==> src/rtl/reg_cmd_sequencer.sv <==
// reg_cmd_sequencer: turns a raw, bouncing execute button plus a 4-bit op
// selector into clean single-cycle load_a / load_b / swap command pulses.
//
// Ports:
//   clk        - system clock, all state updates on the rising edge
//   reset      - synchronous, active-high reset
//   btn_exec   - raw asynchronous execute button
//   op         - operation selector (quasi-static switches)
//   load_a     - one-cycle pulse, op 4'b1111
//   load_b     - one-cycle pulse, op 4'b1101
//   swap       - one-cycle pulse, op 4'b1110
//   op_latched - op captured at the most recent accepted press
//   busy       - high while the sequencer is not idle
//   exec_count - number of issued register commands, modulo 256
module reg_cmd_sequencer #(
  parameter int unsigned DEBOUNCE_CYCLES = 1000000,
  localparam int unsigned CNT_W = $clog2(DEBOUNCE_CYCLES + 1)
) (
  input  logic       clk,
  input  logic       reset,
  input  logic       btn_exec,
  input  logic [3:0] op,
  output logic       load_a,
  output logic       load_b,
  output logic       swap,
  output logic [3:0] op_latched,
  output logic       busy,
  output logic [7:0] exec_count
);

  localparam logic [3:0] OP_LOAD_A = 4'b1111;
  localparam logic [3:0] OP_LOAD_B = 4'b1101;
  localparam logic [3:0] OP_SWAP   = 4'b1110;

  typedef enum logic [1:0] {
    IDLE         = 2'd0,
    ISSUE        = 2'd1,
    WAIT_RELEASE = 2'd2
  } state_t;

  logic             s1;
  logic             s2;
  logic             stable;
  logic [CNT_W-1:0] cnt;

  state_t     state;
  state_t     next_state;
  logic       load_a_d;
  logic       load_b_d;
  logic       swap_d;
  logic       busy_d;
  logic [3:0] op_latched_d;
  logic [7:0] exec_count_d;

  // Two-flop synchronizer for the asynchronous button.
  always_ff @(posedge clk) begin
    if (reset) begin
      s1 <= 1'b0;
      s2 <= 1'b0;
    end else begin
      s1 <= btn_exec;
      s2 <= s1;
    end
  end

  // Debouncer: accept a new level only after DEBOUNCE_CYCLES consecutive mismatching samples.
  always_ff @(posedge clk) begin
    if (reset) begin
      cnt    <= '0;
      stable <= 1'b0;
    end else if (s2 == stable) begin
      cnt <= '0;
    end else if (cnt == CNT_W'(DEBOUNCE_CYCLES - 1)) begin
      cnt    <= '0;
      stable <= s2;
    end else begin
      cnt <= cnt + CNT_W'(1);
    end
  end

  // State and registered outputs.
  always_ff @(posedge clk) begin
    if (reset) begin
      state      <= IDLE;
      load_a     <= 1'b0;
      load_b     <= 1'b0;
      swap       <= 1'b0;
      busy       <= 1'b0;
      op_latched <= 4'd0;
      exec_count <= 8'd0;
    end else begin
      state      <= next_state;
      load_a     <= load_a_d;
      load_b     <= load_b_d;
      swap       <= swap_d;
      busy       <= busy_d;
      op_latched <= op_latched_d;
      exec_count <= exec_count_d;
    end
  end

  // Next-state and next-output decode; pulses are only armed on IDLE->ISSUE.
  always_comb begin
    next_state   = state;
    load_a_d     = 1'b0;
    load_b_d     = 1'b0;
    swap_d       = 1'b0;
    op_latched_d = op_latched;
    exec_count_d = exec_count;
    case (state)
      IDLE: begin
        if (stable) begin
          next_state   = ISSUE;
          op_latched_d = op;
          load_a_d     = (op == OP_LOAD_A);
          load_b_d     = (op == OP_LOAD_B);
          swap_d       = (op == OP_SWAP);
        end
      end
      ISSUE: begin
        next_state = WAIT_RELEASE;
        if (load_a || load_b || swap) begin
          exec_count_d = exec_count + 8'd1;
        end
      end
      WAIT_RELEASE: begin
        if (!stable) begin
          next_state = IDLE;
        end
      end
      default: next_state = IDLE;
    endcase
    busy_d = (next_state != IDLE);
  end

endmodule

==> config.mk <==
export PLATFORM = sky130hd
export DESIGN_NAME = reg_cmd_sequencer
export DESIGN_NICKNAME = d
export VERILOG_FILES = /design/src/rtl/reg_cmd_sequencer.sv
export SDC_FILE = /design/constraint.sdc
export NUM_CORES = 1
export LEC_CHECK = 0
export BUFFER_PORTS_ARGS = -buffer_cell sky130_fd_sc_hd__buf_4
export CORE_ASPECT_RATIO = 1.5
export CORE_MARGIN = 10
export CORE_UTILIZATION = 55
export CTS_CLUSTER_DIAMETER = 60
export CTS_CLUSTER_SIZE = 40
export DETAILED_ROUTE_END_ITERATION = 7
export GPL_TIMING_DRIVEN = 0
export PLACE_DENSITY_LB_ADDON = 0.25
export SLEW_MARGIN = 15
export SYNTH_ARGS = -nofsm -noshare
export SYNTH_HDL_FRONTEND = slang
export SYNTH_SLANG_ARGS = --single-unit
export TNS_END_PERCENT = 20
==> constraint.sdc <==
create_clock -name clk -period 2.57 [get_ports clk]
set_clock_uncertainty 0.15 [all_clocks]
set_input_delay 0.1285 -clock clk [delete_from_list [all_inputs] [get_ports clk]]
set_output_delay 0.1285 -clock clk [all_outputs]
set_load 0.03 [all_outputs]
==> results of run 1 <==
-- sequential cells by signal, summed over array words and instances, names as in the netlist --
signal and count:
op_latched 4, exec_count 8, load_a 1, s2 1, stable 1, busy 1
s1 1, load_b 1, state 2, swap 1, cnt 20
-- cell families after synthesis --
family | after synthesis
AOI/OAI and AO/OA | 15
DFF | 41
muxes | 5
adders and majority gates | 2
buffers and inverters | 13
xor gates and xnor gates | 21
and+or+nand+nor | 91
-- cells in the mapped netlist (3+ instances only) --
cell type  instances
a21oi_1            7
clkbuf_1           4
dfxtp_1           41
inv_1              9
mux2i_1            4
nand2_1            9
nand2b_1           3
nand3_1            9
nand4_1            4
nor2_1            31
nor2b_1            4
nor3_1             7
nor4_1             6
nor4b_1            3
o21ai_0            4
or3_1              3
xnor2_1           15
xor2_1             6
-- through the flow --
| stage | hold slack (ns) | instance area (µm²) | cells | power [mW] | setup slack [ns] |
|---|---|---|---|---|---|
| after floorplan | 0.0500 | 1720 | 188 | 0.661 | 0.735 |
| after global placement | 0.158 | 1930 | 249 | 0.672 | 0.465 |
| after detailed placement | 0.165 | 1930 | 249 | 0.673 | 0.391 |
| after CTS | 0.297 | 2120 | 264 | 1.21 | 0.362 |
| after global routing | 0.323 | 2120 | 264 | 1.23 | 0.190 |
| final | 0.296 | 2120 | 264 | 1.20 | 0.376 |
-- final cells by class --
class | count | area [µm²] | area share
multi-input cells | 134 | 851 | 0.401
clock buffers | 7 | 86.3 | 0.0407
clock inverters | 1 | 30.0 | 0.0142
well taps | 39 | 48.8 | 0.0230
inverters | 9 | 33.8 | 0.0159
repair buffers | 29 | 235 | 0.111
flip-flops and latches | 41 | 821 | 0.387
plain buffers | 4 | 15.0 | 0.00708
-- metal layers --
metal | up-vias | track usage
li1 | 717 | -
met1 | 674 | 0.134
met2 | 29 | 0.261
met3 | 8 | 0.0506
met4 | 0 | 0.0527
met5 | - | 0
-- worst register-to-register path: cells and delay by family, from the launching register on --
kind                     cells  cell delay (ns)
AND/OR/NAND/NOR              3             0.50
AO/OA/AOI/OAI                1             0.40
buffers and inverters        1             0.40
flip-flops                   1             0.39
adder cells (fa/ha/maj)      1             0.23
-- report_power, final --
| part | switching (mW) | internal, mW | total, mW |
|---|---|---|---|
| clock | 0.217 | 0.317 | 0.534 |
| combinational | 0.0128 | 0.0151 | 0.0279 |
| sequential | 0.00109 | 0.637 | 0.638 |
| total | 0.231 | 0.968 | 1.20 |
-- worst min-delay path by stage --
stage	startpoint	to	slack, ns	cells after the start
2_1_floorplan	op[1]	load_b	0.05	1
3_3_place_gp	op[0]	swap	0.16	2
3_5_place_dp	op[0]	swap	0.17	2
4_1_cts	s1	s2	0.30	1
5_1_grt	s1	s2	0.32	1
6_report	s1	s2	0.30	1
==> impl_metrics.py, run 1 <==
metrics = {
    "status": {
        "outcome": "finished, final reports clean",
    },
    "run": {
        "drv_cap": 0,
    },
    "min_path": {
        "hold_path.class": "reg -> reg",
    },
    "clock_network": {
        "clk_latency_ns": 0.29,
        "clock-sinks": 41,
        "hold_buffers": 7,
        "cts_made_buffers": 5,
        "clock-root-buffer": "clkbuf_8",
        "cts-htree-levels": 2,
        "cts_setup_buffers": 0,
        "cts_max_path_buffers": 2,
        "cts_tree": "done",
        "cts_resized": 0,
        "clk_pin_slew_ns": 0.08,
    },
    "synthesis": {
        "synth_top_family_by_area": "simple AND/OR/NAND/NOR gates",
        "synthFlopType": "dfxtp_1",
        "synth.distinct_cells": 33,
        "synth_nets": 197,
        "synth-async-reset-ratio": 0,
        "ys_warn_count": 0,
        "syn_area_per_cell_um2": 9.15,
        "synthMuxAreaShare": 0.0298,
        "syn-instance-count": 188,
        "yosysTopAreaCell": "dfxtp_1",
        "synthesis.area_um2": 1720,
        "synth_top_area_share": 0.477,
        "ys_ff_latch": 41,
        "synth_edf_count": 0,
        "synth_xor_area_frac": 0.107,
        "synth_compound_area_frac": 0.0531,
        "synth-seq-area-share": 0.477,
        "synth_area_leaders": "dfxtp_1, xnor2_1, nor2_1",
        "synthAdderAreaFrac": 0.0145,
        "synthSimpleGateAreaFrac": 0.290,
    },
    "place": {
        "hpwl_um": 2760,
        "gp_congestion": 0.731,
        "portBuffers": 22,
    },
    "sta": {
        "setup_viol": 0,
        "fmax_mhz": 456,
        "fin_crit_sh": 0.854,
        "drv_slew": 0,
        "hold_violations": 0,
        "min_period_ns": 2.19,
        "worst-slew-pin-transition_ns": 0.830,
        "relSlewSlack": 0.442,
        "rsz0062_at_grt": "no",
        "fin_setup_tns_ns": 0,
    },
    "critical_path": {
        "crit_chain": "ha_1, and3_1, nand3_1, o21bai_2, clkbuf_1, nor2_1",
        "rr_worst_depth": 6,
        "startpoint": "cnt[0]",
        "critPathMaxStageDelay_ns": 0.40,
        "worstPathArrival_ns": 2.21,
        "crit_family": "simple AND/OR/NAND/NOR gates",
        "crit_path_end": "cnt[9]",
        "cp_slowest_cell": "o21bai_2",
        "regToRegSetupSlack_ns": 0.38,
        "cp-end-kind": "flip-flop",
        "path_buf_inv": 1,
        "startpoint_type": "flip-flop",
        "r2r_start": "cnt[0]",
        "cp_data_required_time_ns": 2.59,
        "cp_num_cells": 6,
        "critPathMaxFanout": 10,
        "r2r_end": "cnt[9]",
        "critPathKind": "reg -> reg",
    },
    "route": {
        "drc": 0,
        "avgViaCountPerCell": 5.41,
        "wl_per_cell_um": 14.0,
        "drt-met1-wl_um": 1390,
        "highest_layer": "met4",
        "via_count": 1428,
        "wl_met2_um": 2050,
        "drtPass1Iterations": 4,
        "wirelength_um": 3700,
        "dr_wl_met3_um": 203,
        "drt_first_iter_violations": 67,
        "antenna_left": 0,
    },
    "cells_and_area": {
        "final_cell_mix": "dfxtp_1, nor2_1, buf_4, xnor2_1",
        "layout_commonest_cell": "dfxtp_1",
        "drive_above_1_share": 0.156,
        "final_util": 0.713,
        "num-nets-final": 233,
        "num_antenna_cells": 0,
        "nFillCells": 224,
        "syn_to_final_growth_pct": 23.3,
    },
    "floorplanning": {
        "die_h_um": 88.5,
        "die_w_um": 65.7,
        "fp.coreArea_um2": 2970,
        "ios": 23,
        "die_area_um2": 5810,
        "initial_utilization": 0.579,
        "rows": 24,
    },
    "grt": {
        "grt_max_degree": 13,
        "grt_use_total": 0.140,
        "antenna_found_initial": 0,
        "grt_pass1_vias": 1523,
        "overflow": 0,
        "grt_pass1_wl_um": 6540,
    },
    "power_and_ir_drop": {
        "p_per_area_nw_per_um2": 565,
        "p_leak_nw": 0.744,
        "irDropWorstVdd_mv": 0.452,
    },
}
No activity file was read; power rests on OpenSTA's default activity.
==> run 2: changes to the inputs <==
--- a/config.mk
+++ b/config.mk
@@ -5,15 +5,18 @@
 export SDC_FILE = /design/constraint.sdc
 export NUM_CORES = 1
 export LEC_CHECK = 0
+export ABC_AREA = 1
 export BUFFER_PORTS_ARGS = -buffer_cell sky130_fd_sc_hd__buf_4
 export CORE_ASPECT_RATIO = 1.5
 export CORE_MARGIN = 10
 export CORE_UTILIZATION = 55
+export CTS_BUF_LIST = sky130_fd_sc_hd__clkbuf_2 sky130_fd_sc_hd__clkbuf_4 sky130_fd_sc_hd__clkbuf_8
 export CTS_CLUSTER_DIAMETER = 60
 export CTS_CLUSTER_SIZE = 40
 export DETAILED_ROUTE_END_ITERATION = 7
 export GPL_TIMING_DRIVEN = 0
 export PLACE_DENSITY_LB_ADDON = 0.25
+export SETUP_SLACK_MARGIN = 0.3
 export SLEW_MARGIN = 15
 export SYNTH_ARGS = -nofsm -noshare
 export SYNTH_HDL_FRONTEND = slang
==> run 2 against run 1 <==
  * Area after synthesis is 9.8% higher
  * Critical path type unchanged
  * Setup slack better by 0.18 ns
  * Register-to-register slack better by 0.18 ns
  * Sequential power hardly changed
  * Flip-flop and latch count stayed put
  * Power is 1.9% higher
  * Routed wire length is 20% higher
  * Highest routed layer unchanged
==> impl_metrics.py, run 2 <==
metrics = {
    "power_and_ir_drop": {
        "fin_total_pwr_mw": 1.22,
        "irDropWorstVdd_mv": 0.441,
        "p_per_area_nw_per_um2": 531,
        "p_leak_nw": 0.902,
    },
    "grt": {
        "grt_pass1_wl_um": 7400,
        "antenna_found_initial": 0,
        "grt_max_degree": 13,
        "overflow": 0,
        "grt_pass1_vias": 1807,
        "grt_use_total": 0.150,
    },
    "place": {
        "gp_congestion": 0.907,
        "hpwl_um": 3240,
        "portBuffers": 21,
        "placed_cells": 326,
        "placed_cell_area_um2": 2100,
        "post-place-ws_ns": 0.804,
    },
    "synthesis": {
        "synth_area_leaders": "dfxtp_1, nand2_1, nor2_1",
        "synth_edf_count": 0,
        "synth-seq-area-share": 0.434,
        "ys_ff_latch": 41,
        "syn_area_per_cell_um2": 7.18,
        "synth-async-reset-ratio": 0,
        "yosysMostFrequentCell": "nand2_1",
        "synth.distinct_cells": 28,
        "ys_warn_count": 0,
        "synth_nets": 272,
        "synthesis.area_um2": 1890,
        "synth_common_cells": "nand2_1, nor2_1, dfxtp_1",
        "synthFlopType": "dfxtp_1",
        "syn-instance-count": 263,
        "yosysTopAreaCell": "dfxtp_1",
        "synth_top_area_share": 0.434,
    },
    "critical_path": {
        "startpoint_type": "flip-flop",
        "r2r_start": "stable",
        "r2r_end": "swap",
        "critPathMaxFanout": 8,
        "worstPathArrival_ns": 2.10,
        "cp-end-kind": "flip-flop",
        "cp_data_required_time_ns": 2.66,
        "regToRegSetupSlack_ns": 0.56,
        "rr_worst_depth": 5,
        "critPathKind": "reg -> reg",
    },
    "floorplanning": {
        "initial_utilization": 0.564,
        "die_w_um": 67.9,
        "ios": 23,
        "die_area_um2": 6230,
        "die_h_um": 91.8,
        "rows": 26,
        "fp.coreArea_um2": 3350,
    },
    "sta": {
        "fin_setup_tns_ns": 0,
        "relSlewSlack": 0.690,
        "fin_crit_sh": 0.782,
        "min_period_ns": 2.01,
        "holdWs_ns": 0.256,
        "setup_slack_ns": 0.560,
        "worst-slew-pin-transition_ns": 0.463,
        "fmax_mhz": 498,
        "hold_violations": 0,
        "rsz0062_at_grt": "no",
        "drv_slew": 0,
        "setup_viol": 0,
    },
    "route": {
        "wirelength_um": 4440,
        "avgViaCountPerCell": 5.19,
        "wl_per_cell_um": 13.0,
        "via_count": 1776,
        "drc": 0,
        "drtPass1Iterations": 4,
        "antenna_left": 0,
        "drt_first_iter_violations": 61,
    },
    "clock_network": {
        "cts_max_path_buffers": 2,
        "cts_resized": 0,
        "clock-sinks": 41,
        "cts_setup_buffers": 0,
        "cts_tree": "done",
        "clk_pin_slew_ns": 0.08,
        "cts_made_buffers": 5,
        "clock-root-buffer": "clkbuf_8",
        "clk_latency_ns": 0.29,
        "cts-htree-levels": 2,
        "hold_buffers": 8,
    },
    "cells_and_area": {
        "top_register": "cnt",
        "final_cell_mix": "nand2_1, nor2_1, dfxtp_1, inv_1, buf_4",
        "num_antenna_cells": 0,
        "final_util": 0.686,
        "multi_input_area_um2": 912,
        "design_area_um2": 2300,
        "largest_register_ffs": 20,
        "final-seq-area_um2": 821,
        "drive_above_1_share": 0.167,
        "syn_to_final_growth_pct": 21.7,
        "top_regs": "cnt x20, exec_count x8, op_latched x4",
        "num-nets-final": 308,
        "layout_commonest_cell": "nand2_1",
        "nFillCells": 279,
        "final_cells": 342,
    },
    "min_path": {
        "hp-start": "s1",
        "hold-path-cell-count": 2,
        "hold_path.class": "reg -> reg",
        "hold_path_end": "s2",
    },
    "run": {
        "drv_cap": 0,
    },
    "status": {
        "outcome": "finished, final reports clean",
    },
}
-- run 2: cell types whose count changed after synthesis, moves of 7 or more --
cell     delta
inv_1      +25
xnor2_1    -13
nor2_1     +19
o21ai_0     +7
nand2_1    +44
a21oi_1     +7
nor2_2     +10
-- run 2: power by group --
group	total, mW	leakage (nW)	internal (mW)	switching (mW)
logic	0.0347	0.510	0.0175	0.0172
registers	0.638	0.331	0.636	0.00119
clock network	0.550	0.0619	0.327	0.222
-- run 2: layout make-up --
class	count	share of cell area
timing repair buffer	29	0.103
clock buffer	7	0.0392
sequential	41	0.357
inverter	34	0.0555
clock inverter	1	0.0131
multi-input combinational	185	0.397
tap	42	0.0229
buffer	3	0.0125
-- run 2: worst max-delay path by stage --
| stage | from | end | slack (ns) | cells after the start |
|---|---|---|---|---|
| finish | stable | swap | 0.56 | 5 |
| global route | stable | swap | 0.43 | 5 |
| CTS | stable | swap | 0.55 | 5 |
| detailed placement | cnt[0] | cnt[10] | 0.80 | 9 |
| global placement | cnt[0] | cnt[10] | 0.81 | 9 |
| floorplan | cnt[0] | cnt[10] | 1.01 | 9 |
-- run 2: critical path, stage by stage, from the launching register on --
cell	delay, ns
dfxtp_1	0.37
nand2_1	0.09
nor2_1	0.37
nand2_1	0.19
nor4_1	0.19
dlygate4sd3_1	0.58
-- run 2: kinds of logic (layout without fill, tap and decap cells) --
logic type,Yosys count,in the layout,synth area share
adders and majority gates,2,2,0.0132
AOI/OAI and AO/OA,32,32,0.0974
xor gates and xnor gates,8,8,0.0371
DFF,41,41,0.434
buffers and inverters,37,74,0.0828
and+or+nand+nor,143,143,0.335
-- run 2: metal layers --
layer	track usage	wire length [µm]
met1	0.136	1670
met2	0.270	2350
met3	0.0536	226
met4	0.0909	199
met5	0	0
==> run 3: changes to the inputs <==
--- a/config.mk
+++ b/config.mk
@@ -5,7 +5,7 @@
 export SDC_FILE = /design/constraint.sdc
 export NUM_CORES = 1
 export LEC_CHECK = 0
-export ABC_AREA = 1
+export ABC_AREA = 0
 export BUFFER_PORTS_ARGS = -buffer_cell sky130_fd_sc_hd__buf_4
 export CORE_ASPECT_RATIO = 1.5
 export CORE_MARGIN = 10
==> constraint.sdc (replaced) <==
create_clock -name clk -period 2.1 [get_ports clk]
set_clock_uncertainty 0.15 [all_clocks]
set_input_delay 0.105 -clock clk [delete_from_list [all_inputs] [get_ports clk]]
set_output_delay 0.105 -clock clk [all_outputs]
set_load 0.03 [all_outputs]
==> run 3 against run 2 <==
  * Cell count down 19%
  * Clock power increased by 17%
  * Routed wire length decreased by 11%
  * Sequential power grew 21%
  * Flip-flop and latch count unchanged
  * Sequential share of layout area increased by 1.8 points
  * Setup slack lost 0.28 ns
  * Critical path depth shrank 1
  * First-iteration DRC count rose by 21%
  * Power up 19%
  * Critical path type unchanged
  * Critical endpoint is now cnt[17]
  * Largest cell class unchanged
  * Largest power group unchanged
  * Highest routed layer unchanged
==> impl_metrics.py, run 3 (synthesized netlist as in run 1, its figures left out) <==
metrics = {
    "critical_path": {
        "crit_path_end": "cnt[17]",
        "critPathMaxFanout": 7,
        "regToRegSetupSlack_ns": 0.28,
        "rr_worst_depth": 4,
        "r2r_end": "cnt[17]",
        "r2r_start": "cnt[5]",
        "critPathKind": "reg -> reg",
        "cp-end-kind": "flip-flop",
        "startpoint_type": "flip-flop",
        "cp_data_required_time_ns": 2.19,
        "startpoint": "cnt[5]",
        "worstPathArrival_ns": 1.91,
    },
    "min_path": {
        "hold-path-cell-count": 1,
        "hold_path.class": "reg -> reg",
    },
    "sta": {
        "drv_slew": 0,
        "min_period_ns": 1.82,
        "rsz0062_at_grt": "yes",
        "fin_setup_tns_ns": 0,
        "setup_viol": 0,
        "worst-slew-pin-transition_ns": 0.513,
        "fmax_mhz": 551,
        "relSlewSlack": 0.656,
        "fin_crit_sh": 0.865,
        "holdWs_ns": 0.301,
        "hold_violations": 0,
    },
    "cells_and_area": {
        "largest_register_ffs": 20,
        "top_regs": "cnt x20, exec_count x8, op_latched x4",
        "drive_above_1_share": 0.286,
        "nFillCells": 203,
        "syn_to_final_growth_pct": 32.2,
        "top_register": "cnt",
        "num-nets-final": 246,
        "layout_commonest_cell": "buf_4",
        "num_antenna_cells": 0,
        "final_cell_mix": "buf_4, nor2_1, dfxtp_1, xnor2_1",
    },
    "route": {
        "via_count": 1499,
        "avgViaCountPerCell": 5.41,
        "wl_per_cell_um": 14.3,
        "antenna_left": 0,
        "drtPass1Iterations": 4,
        "wirelength_um": 3970,
        "drt_first_iter_violations": 74,
        "drc": 0,
    },
    "place": {
        "gp_congestion": 0.772,
        "portBuffers": 22,
        "hpwl_um": 2690,
    },
    "grt": {
        "grt_pass1_vias": 1446,
        "grt_pass1_wl_um": 6210,
        "antenna_found_initial": 0,
        "grt_use_total": 0.134,
        "grt_max_degree": 15,
        "overflow": 0,
    },
    "clock_network": {
        "clock-root-buffer": "clkbuf_8",
        "clock-sinks": 41,
        "clk_pin_slew_ns": 0.08,
        "clk_latency_ns": 0.30,
        "cts-htree-levels": 2,
        "cts_max_path_buffers": 2,
        "cts_made_buffers": 5,
        "cts_tree": "done",
    },
    "floorplanning": {
        "ios": 23,
        "rows": 24,
        "fp.coreArea_um2": 2970,
        "die_area_um2": 5810,
        "die_h_um": 88.5,
        "die_w_um": 65.7,
        "initial_utilization": 0.579,
    },
    "power_and_ir_drop": {
        "p_per_area_nw_per_um2": 638,
        "p_leak_nw": 0.815,
        "irDropWorstVdd_mv": 0.601,
    },
    "run": {
        "drv_cap": 0,
    },
    "status": {
        "outcome": "finished, final reports clean",
    },
}
-- run 3: changes by cell type in the layout (fill, tap and decap cells not counted), moves of 6 or more --
cell	change
dfxtp_1	-14
dfxtp_2	+8
nand2_1	-44
nor2_1	-19
xnor2_1	+13
nand3_1	-7
o21ai_0	-7
buf_4	+15
nor2_2	-10
dfxtp_4	+6
a21oi_1	-7
inv_1	-25
-- run 3: worst max-delay path, cell delays in order (launching register included) --
cell,delay (ns)
dfxtp_2,0.40
nand4_4,0.16
or4_4,0.58
or3_1,0.32
a21oi_1,0.14
-- run 3: per-layer routing --
layer | vias up | GRT usage | routed length [µm]
li1 | 745 | - | -
met1 | 709 | 0.128 | 1540
met2 | 35 | 0.247 | 2180
met3 | 10 | 0.0456 | 161
met4 | 0 | 0.0645 | 91
met5 | - | 0 | 0
-- run 3: layout make-up --
class / count / area, µm² / share of cell area
repair buffers: 42 / 330 / 0.145
plain buffers: 4 / 18.8 / 0.00825
clock buffers: 5 / 68.8 / 0.0303
flip-flops and latches: 41 / 853 / 0.375
multi-input cells: 134 / 875 / 0.384
well taps: 39 / 48.8 / 0.0215
clock inverters: 3 / 46.3 / 0.0204
inverters: 9 / 33.8 / 0.0149
-- run 3: worst min path at each step --
stage / from / endpoint / slack, ns
after floorplan: op[1] / load_b / 0.03
after global placement: op[0] / swap / 0.14
after detailed placement: op[0] / swap / 0.14
after CTS: s1 / s2 / 0.31
after global routing: s1 / s2 / 0.31
final: cnt[0] / cnt[0] / 0.30
-- run 3: power breakdown --
part	switching [mW]	internal, mW	leakage (nW)	total, mW
combinational	0.0157	0.0199	0.421	0.0356
sequential	0.00142	0.771	0.340	0.773
clock	0.287	0.356	0.0543	0.643
-- run 3: metrics by stage --
step	cells	area [µm²]	setup WS, ns	total power, mW	utilization
final	277	2270	0.284	1.45	0.765
after global placement	249	1940	0.111	0.822	0.651
after CTS	264	2130	0.147	1.47	0.715
after detailed placement	249	1940	0.0478	0.824	0.651
after global routing	277	2270	0.225	1.49	0.765
after floorplan	188	1720	0.322	0.809	-
-- run 3: timing repair --
action	CTS	global route
resized for setup	1	25
hold buffers	6	0
setup endpoints to repair	13	25
cloned	0	0
buffers inserted	1	13
hold endpoints to repair	10	0
pin swaps	1	5
